==> src/rtl/l3_pkg.sv <==
`default_nettype none
// ============================================================================
// Module   : l3_pkg
// Brief    : Shared types and constants for the L3 grid initiator side.
// Revision : 1.0 - initial release
// ============================================================================
package l3_pkg;

    localparam int L3_WORD_W       = 32;
    localparam int L3_GRID_LATENCY = 3;
    localparam int L3_TAG_W        = 4;

    typedef enum logic [0:0] {
        ST_IDLE = 1'b0,
        ST_WAIT = 1'b1
    } l3_state_e;

    typedef struct packed {
        logic [L3_WORD_W-1:0] data;
        logic [L3_TAG_W-1:0]  tag;
    } l3_resp_t;

endpackage
`default_nettype wire

==> src/rtl/l3_resp_fifo.sv <==
`default_nettype none
// ============================================================================
// Module   : l3_resp_fifo
// Brief    : Synchronous FIFO with push/pop/full/empty/count; pops when empty
//            and pushes when full are dropped.
// Revision : 1.0 - initial release
// ============================================================================
module l3_resp_fifo #(
    parameter int DATA_W = 36,
    parameter int DEPTH  = 4
) (
    input  logic                       clk,
    input  logic                       rst_n,
    input  logic                       push,
    input  logic [DATA_W-1:0]          push_data,
    input  logic                       pop,
    output logic [DATA_W-1:0]          pop_data,
    output logic                       full,
    output logic                       empty,
    output logic [$clog2(DEPTH):0]     count
);

    localparam int c_AW    = $clog2(DEPTH);
    localparam int c_CNT_W = c_AW + 1;

    logic [DATA_W-1:0]  r_mem [DEPTH];
    logic [c_AW-1:0]    r_wr_ptr;
    logic [c_AW-1:0]    r_rd_ptr;
    logic [c_CNT_W-1:0] r_count;
    logic               w_push;
    logic               w_pop;

    assign full     = (r_count == c_CNT_W'(DEPTH));
    assign empty    = (r_count == '0);
    assign count    = r_count;
    assign pop_data = r_mem[r_rd_ptr];
    assign w_push   = push && !full;
    assign w_pop    = pop && !empty;

    // Storage carries no reset; only the pointers define validity.
    always_ff @(posedge clk) begin
        if (w_push) begin
            r_mem[r_wr_ptr] <= push_data;
        end
    end

    always_ff @(posedge clk or negedge rst_n) begin
        if (!rst_n) begin
            r_wr_ptr <= '0;
            r_rd_ptr <= '0;
            r_count  <= '0;
        end else begin
            if (w_push) begin
                r_wr_ptr <= r_wr_ptr + c_AW'(1);
            end
            if (w_pop) begin
                r_rd_ptr <= r_rd_ptr + c_AW'(1);
            end
            case ({w_push, w_pop})
                2'b10:   r_count <= r_count + c_CNT_W'(1);
                2'b01:   r_count <= r_count - c_CNT_W'(1);
                default: r_count <= r_count;
            endcase
        end
    end

endmodule
`default_nettype wire

==> src/rtl/l3_bus_master.sv <==
`default_nettype none
// ============================================================================
// Module   : l3_bus_master
// Brief    : Drives request words onto the L3 grid bus and queues the sampled
//            cache output, with a wrapping tag, in a response FIFO.
// Revision : 1.0 - initial release
// ============================================================================
module l3_bus_master
    import l3_pkg::*;
#(
    parameter int                   LATENCY    = L3_GRID_LATENCY,
    parameter int                   FIFO_DEPTH = 4,
    parameter int                   TAG_W      = L3_TAG_W,
    parameter logic [L3_WORD_W-1:0] IDLE_WORD  = 32'h0000_0000
) (
    input  logic                 clk,
    input  logic                 rst_n,
    input  logic                 req_valid,
    output logic                 req_ready,
    input  logic [L3_WORD_W-1:0] req_data,
    output logic [L3_WORD_W-1:0] bus_out,
    input  logic [L3_WORD_W-1:0] cache_in,
    output logic                 resp_valid,
    input  logic                 resp_ready,
    output logic [L3_WORD_W-1:0] resp_data,
    output logic [TAG_W-1:0]     resp_tag,
    output logic                 busy
);

    localparam int c_CNT_W   = $clog2(LATENCY + 1);
    localparam int c_ENTRY_W = L3_WORD_W + TAG_W;
    localparam int c_FCNT_W  = $clog2(FIFO_DEPTH) + 1;

    l3_state_e            r_state;
    l3_state_e            w_state_nxt;
    logic [c_CNT_W-1:0]   r_cnt;
    logic [c_CNT_W-1:0]   w_cnt_nxt;
    logic [TAG_W-1:0]     r_tag;
    logic [TAG_W-1:0]     w_tag_nxt;
    logic [TAG_W-1:0]     r_cur_tag;
    logic [TAG_W-1:0]     w_cur_tag_nxt;
    logic [L3_WORD_W-1:0] r_bus;
    logic [L3_WORD_W-1:0] w_bus_nxt;
    logic                 w_capture;
    logic                 w_req_ready;
    logic                 w_fifo_full;
    logic                 w_fifo_empty;
    logic [c_FCNT_W-1:0]  w_fifo_count;
    logic [c_ENTRY_W-1:0] w_head;

    // Ready depends only on registered state, never on req_valid.
    assign w_req_ready = (r_state == ST_IDLE) && (w_fifo_count < c_FCNT_W'(FIFO_DEPTH));
    assign req_ready   = w_req_ready;
    assign busy        = (r_state == ST_WAIT);
    assign bus_out     = r_bus;

    always_comb begin
        w_state_nxt   = r_state;
        w_cnt_nxt     = r_cnt;
        w_tag_nxt     = r_tag;
        w_cur_tag_nxt = r_cur_tag;
        w_bus_nxt     = r_bus;
        w_capture     = 1'b0;
        case (r_state)
            ST_IDLE: begin
                if (req_valid && w_req_ready) begin
                    w_bus_nxt     = req_data;
                    w_cnt_nxt     = c_CNT_W'(LATENCY);
                    w_cur_tag_nxt = r_tag;
                    w_tag_nxt     = r_tag + TAG_W'(1);
                    w_state_nxt   = ST_WAIT;
                end
            end
            ST_WAIT: begin
                if (r_cnt == '0) begin
                    w_capture   = 1'b1;
                    w_bus_nxt   = IDLE_WORD;
                    w_state_nxt = ST_IDLE;
                end else begin
                    w_cnt_nxt = r_cnt - c_CNT_W'(1);
                end
            end
            default: w_state_nxt = ST_IDLE;
        endcase
    end

    always_ff @(posedge clk or negedge rst_n) begin
        if (!rst_n) begin
            r_state   <= ST_IDLE;
            r_cnt     <= '0;
            r_tag     <= '0;
            r_cur_tag <= '0;
            r_bus     <= IDLE_WORD;
        end else begin
            r_state   <= w_state_nxt;
            r_cnt     <= w_cnt_nxt;
            r_tag     <= w_tag_nxt;
            r_cur_tag <= w_cur_tag_nxt;
            r_bus     <= w_bus_nxt;
        end
    end

    l3_resp_fifo #(
        .DATA_W (c_ENTRY_W),
        .DEPTH  (FIFO_DEPTH)
    ) u_resp_fifo (
        .clk       (clk),
        .rst_n     (rst_n),
        .push      (w_capture && !w_fifo_full),
        .push_data ({cache_in, r_cur_tag}),
        .pop       (resp_ready),
        .pop_data  (w_head),
        .full      (w_fifo_full),
        .empty     (w_fifo_empty),
        .count     (w_fifo_count)
    );

    assign resp_valid = !w_fifo_empty;
    assign resp_data  = w_head[c_ENTRY_W-1:TAG_W];
    assign resp_tag   = w_head[TAG_W-1:0];

endmodule
`default_nettype wire

==> config.mk <==
export PLATFORM = sky130hd
export DESIGN_NAME = l3_bus_master
export DESIGN_NICKNAME = d
export VERILOG_FILES = /design/src/rtl/l3_pkg.sv /design/src/rtl/l3_resp_fifo.sv /design/src/rtl/l3_bus_master.sv
export SDC_FILE = /design/constraint.sdc
export NUM_CORES = 1
export LEC_CHECK = 0
export BUFFER_PORTS_ARGS = -buffer_cell sky130_fd_sc_hd__buf_2
export CELL_PAD_IN_SITES_DETAIL_PLACEMENT = 2
export CELL_PAD_IN_SITES_GLOBAL_PLACEMENT = 2
export CORE_MARGIN = 8
export CORE_UTILIZATION = 44
export CTS_CLUSTER_SIZE = 24
export DETAILED_ROUTE_END_ITERATION = 8
export GPL_ROUTABILITY_DRIVEN = 0
export PLACE_DENSITY_LB_ADDON = 0.2
export SLEW_MARGIN = 20
export SYNTH_ARGS = -nofsm -noshare
export SYNTH_HDL_FRONTEND = slang
export SYNTH_SLANG_ARGS = --single-unit
==> constraint.sdc <==
create_clock -name clk -period 6.1 [get_ports clk]
set_input_delay 1.22 -clock clk [delete_from_list [all_inputs] [get_ports clk]]
set_output_delay 1.22 -clock clk [all_outputs]
set_load 0.01 [all_outputs]
# After elaboration in Yosys (flattened, before gate mapping)

Memories as Yosys holds them, arrays and structs flattened.
Cells that the tools add are included.

Div/mod/pow operators: 0
$add $sub $neg: 6
Equality and inequality tests: 6
Mux-type cells: 14
Reductions and logical operators: 13
Multipliers: 0
$lt $le $gt $ge: 1
Shift operators: 0
Bitwise logic cells: 1

Operators with widths:

| cell                | count |
|---|---|
| $mux 32             | 2 |
| $pmux 32 s2         | 1 |
| $mux 1              | 6 |
| $pmux 3 s2          | 1 |
| $reduce_and 2->1    | 3 |
| $logic_and 1x1->1   | 5 |
| $add 2x1->2 const B | 2 |
| $add 4x1->4 const B | 1 |
| $mux 2              | 2 |
| $ne 2x1->1 const B  | 2 |
| $pmux 2 s2          | 1 |
| $add 3x1->3 const B | 1 |
| $eq 3x3->1 const B  | 1 |
| $logic_not 3->1     | 1 |
| $lt 3x3->1 const B  | 1 |
| $sub 3x1->3 const B | 1 |
| $eq 2x1->1 const B  | 1 |
| $eq 2x2->1 const B  | 1 |
| $logic_not 1->1     | 2 |
| $logic_not 2->1     | 1 |
| $ne 2x2->1 const B  | 1 |
| $pmux 1 s2          | 1 |
| $reduce_bool 2->1   | 1 |
| $sub 2x1->2 const B | 1 |
| $not 1->1           | 1 |

Memory bits (read-only): 0
Output and inout bits: 71
Bits in latches: 0
Word-level logic and storage cells: 50
Bits in writable memories: 144
Memories kept: 1
Register bits after elaboration: 50

Memories:

| name              | words | width | read ports | clocked after Yosys merged registers in | write ports | RTL line           | RTL |
|---|---|---|---|---|---|---|---|
| u_resp_fifo.r_mem | 4     | 36    | 1          | 0                                       | 1           | l3_resp_fifo.sv:26 | `logic [DATA_W-1:0] r_mem [DEPTH];` |

# Longest topological paths before layout

Word-level depth: 7
Depth in mapped cells: 11
Depth with buffers taken out: 11

# Cells and area by module

Synthesis repeated with hierarchy kept, for this count alone.

Cell total of the unflattened synthesis: 403
Area, all modules: 7,392.1 um^2

Modules (own cells, without submodules):

| module        | instances | area each (um^2) | cells an instance | seq. area each (um^2) |
|---|---|---|---|---|
| l3_resp_fifo  | 1         | 5,634.2          | 226               | 4,499.3 |
| l3_bus_master | 1         | 1,757.9          | 177               | 1,076.0 |

# Worst setup path after synthesis

No wires, ideal clock.

Path type: reg-to-output
Start: register u_resp_fifo.r_rd_ptr[0]
End: output resp_data[13]
Path slack: 3.631 ns
Arrival: 1.249 ns
Required time: 4.880 ns
Cell stages (with the launch flop): 4
Cell sequence: dfrtp_1 -> buf_4 -> buf_6 -> mux4_2

Cells in the longest elaborated chain, start to end: 1

Ends and longest elaborated chain:

| what                     | RTL line            | RTL |
|---|---|---|
| start: declaration       | l3_resp_fifo.sv:28  | `logic [c_AW-1:0] r_rd_ptr;` |
| start signal: assignment | l3_resp_fifo.sv:57  | `r_rd_ptr <= r_rd_ptr + c_AW'(1);` |
| $mem_v2 4x36             | -                   |  |
| end: declaration         | l3_bus_master.sv:25 | `output logic [L3_WORD_W-1:0] resp_data,` |

No other way between the ends.

# Worst setup path in the final report

Start: register u_resp_fifo.r_rd_ptr[0]
End: output resp_data[2]

Same word-level chain as after synthesis.

==> summary.txt <==
Detailed routing
  • DRT Pass-1 Iters: 4
  • Drt via density: 5.26
  • Vias: 3723
  • Routed len/inst: 24.3 um
  • WL final: 17200 um
  • DRC: 0
  • Post-route ant nets: 0
  • Starting DRT DRC Count: 160

Run status
  • Status: completed

Setup path
  • CP endpoint kind: output port
  • Worst Path Arrival: 2.41 ns
  • Critical-path maximum fanout: 24
  • Startpoint types: flip-flop
  • R2R cell count: 5
  • CP required: 4.88 ns
  • Kind of critical path: reg2out
  • Slowest cell on crit path: dfrtp_2
  • Max incr delay on CP: 0.66 ns
  • CP Cell Sequence: buf_4 > mux4_2 > buf_2

Yosys
  • Syn_nets: 405
  • Synthesized area: 7210 um^2
  • Post-synth EDFFs: 144
  • Post-synth top area share: 59.9%
  • Syn avg cell area: 21.9 um^2
  • Most frequent cell after synthesis: edfxtp_1
  • Top_reg_cell synth: edfxtp_1
  • Synth Register Bits: 194
  • Register area share after synthesis: 77.3%
  • Netlist cell types: 27
  • Cells after Synth: 329
  • Cells taking the most area after synthesis: edfxtp_1 (60%), dfrtp_1 (17%), mux4_2 (11%)
  • Most frequent cells after synthesis: edfxtp_1 (144), dfrtp_1 (50), mux4_2 (36)
  • Yosys top cell by area: edfxtp_1
  • Synth warnings: 0
  • Async SR Flop Fraction: 25.8%

Clock network
  • Clk slew on worst S/H paths: 0.07 ns
  • CTS tree: built
  • Max clock buf depth: 2
  • CTS Hold Bufs: 0
  • Sink Count: 194
  • CTS Buf Count: 17
  • Clk_lat worst skew: 0.43 ns
  • Root Driver: clkbuf_16
  • Post-CTS setup buffer count: 0
  • Resize count post-CTS: 0
  • H-tree Lvls: 4

Pwr
  • Pleak: 3.38 nW
  • Power per cell area: 478 nW/um^2
  • IR drop worst, VDD: 0.251 mV

Cells and area
  • Util after Layout: 53.5%
  • Synth-to-layout area growth: 20.8%
  • Filler instances: 1411
  • # diodes: 0
  • Final cell count without fillers: 708
  • Register area: 5580 um^2
  • Fraction of layout cells with a size suffix above 1: 44.5%
  • Nets: 551
  • Fin area: 8710 um^2
  • Area occupied by multi-input gates: 1500 um^2

Global routing
  • First-pass GRT wire length: 26300 um
  • Total Routing Usage GR: 17.7%
  • Largest net degree at the start of global routing: 44
  • Vias in the first global route: 4410
  • GRT overflow: 0
  • Antenna violations before repair: 0

Timing
  • Final WS setup: 2.47 ns
  • Setup tns final: 0 ns
  • Worst Tran Pin Value: 1.04 ns
  • Final worst-path cycle share: 59.6%
  • Max Slew Vio Count: 0
  • Slew headroom: 30.8%
  • Fin crit period: 3.63 ns
  • Fmax: 275 MHz
  • Setup Skew: 0.00787 ns
  • RSZ-0062 raised after global routing: false
  • Final setup fails: 0
  • Final Hold Fails: 0

Floorplanning
  • Core area: 16300 um^2
  • Starting density of the core: 44.3%
  • Die X: 144 um
  • Die area: 20800 um^2
  • Row Count: 47
  • Chip Height: 144 um
  • # IOs: 139

Placed design
  • Pre-CTS setup slack: 2.84 ns
  • Final HPWL DP: 11700 um
  • Port bufs: 138
  • DP Area: 8120 um^2
  • Placed cells: 676

Worst hold path
  • Hold WC Path Type: reg2reg
  • Worst hold stages: 1

Run
  • Max-cap viol count: 0
## worst max-delay path: cells and delay by family (launching register included)
| family | cells | cell delay [ns] |
|---|---|---|
| buffers and inverters | 2 | 0.70 |
| flip-flops | 1 | 0.66 |
| multiplexers | 1 | 0.61 |
## through the flow
| step | power [W] | hold WS (ns) |
|---|---|---|
| after floorplan | 0.00264 | 0.442 |
| after global placement | 0.00302 | 0.463 |
| after detailed placement | 0.00311 | 0.465 |
| after CTS | 0.00424 | 0.478 |
| after global routing | 0.00439 | 0.506 |
| final | 0.00417 | 0.481 |
## sequential cells by signal (all words and copies together), names as in the netlist
| name | flops |
|---|---|
| bus_out | 32 |
| busy | 1 |
| r_cnt | 2 |
| r_cur_tag | 4 |
| r_tag | 4 |
| u_resp_fifo.count | 3 |
| u_resp_fifo.r_mem | 144 |
| u_resp_fifo.r_rd_ptr | 2 |
| u_resp_fifo.r_wr_ptr | 2 |
## layout make-up
| cell class | instances | share of cell area, % |
|---|---|---|
| flip-flops and latches | 194 | 64.0 |
| inverters | 8 | 0.345 |
| clock inverters | 6 | 0.416 |
| well taps | 220 | 3.16 |
| multi-input cells | 112 | 17.2 |
| clock buffers | 26 | 6.46 |
| repair buffers | 142 | 8.41 |
## logic make-up after synthesis
family / after synthesis / share of synthesized area, %
flip-flops: 194 / 77.3
XOR/XNOR: 9 / 1.09
adder cells (fa/ha/maj): 8 / 1.49
multiplexers: 44 / 12.5
AO/OA/AOI/OAI: 37 / 4.44
AND/OR/NAND/NOR: 14 / 1.21
buffers and inverters: 23 / 2.01
## final timing paths
check	start	end	slack [ns]
min	r_tag[3]$_DFFE_PN0P_	r_tag[3]$_DFFE_PN0P_	0.48
max reg2reg	r_cnt[0]$_DFFE_PN0P_	u_resp_fifo.r_mem[1][23]$_DFFE_PP_	3.63
min reg2reg	r_tag[3]$_DFFE_PN0P_	r_tag[3]$_DFFE_PN0P_	0.48
min in group asynchronous	rst_n	bus_out[17]$_DFFE_PN0P_	0.73
max in group asynchronous	rst_n	u_resp_fifo.r_rd_ptr[0]$_DFFE_PN0P_	4.82
max	u_resp_fifo.r_rd_ptr[0]$_DFFE_PN0P_	resp_data[2]	2.47
## cell usage in the layout (no fill, tap or decap), types with 2 or more instances in the layout
cell type | synthesis | layout
mux2_1 | 6 | 6
buf_4 | 1 | 3
clkinv_2 | 0 | 2
dfrtp_2 | 0 | 2
xor2_1 | 4 | 4
a22o_1 | 32 | 32
xnor2_1 | 5 | 5
ha_1 | 7 | 7
inv_1 | 8 | 8
nand2_1 | 3 | 3
edfxtp_1 | 144 | 144
buf_2 | 8 | 138
clkbuf_1 | 0 | 2
clkbuf_8 | 0 | 4
nand2b_1 | 2 | 2
clkbuf_16 | 0 | 20
mux4_2 | 36 | 36
nor2_1 | 2 | 2
and2_2 | 0 | 4
dfrtp_1 | 50 | 48
## layer usage
metal	up-vias	track usage (%)	wire [um]
met2	96	30.5	9130
met3	20	4.62	731
met1	1994	21.0	7100
met4	0	6.09	262
met5	-	0	0
li1	1613	-	-
## report_power, final
group	leakage (nW)	switching [W]	internal [W]
clock network	0.296	0.000475	0.000638
logic	1.16	0.000594	0.000573
registers	1.92	0.000211	0.00168
total	3.38	0.00128	0.00289
No activity file was read; power rests on OpenSTA's default activity.
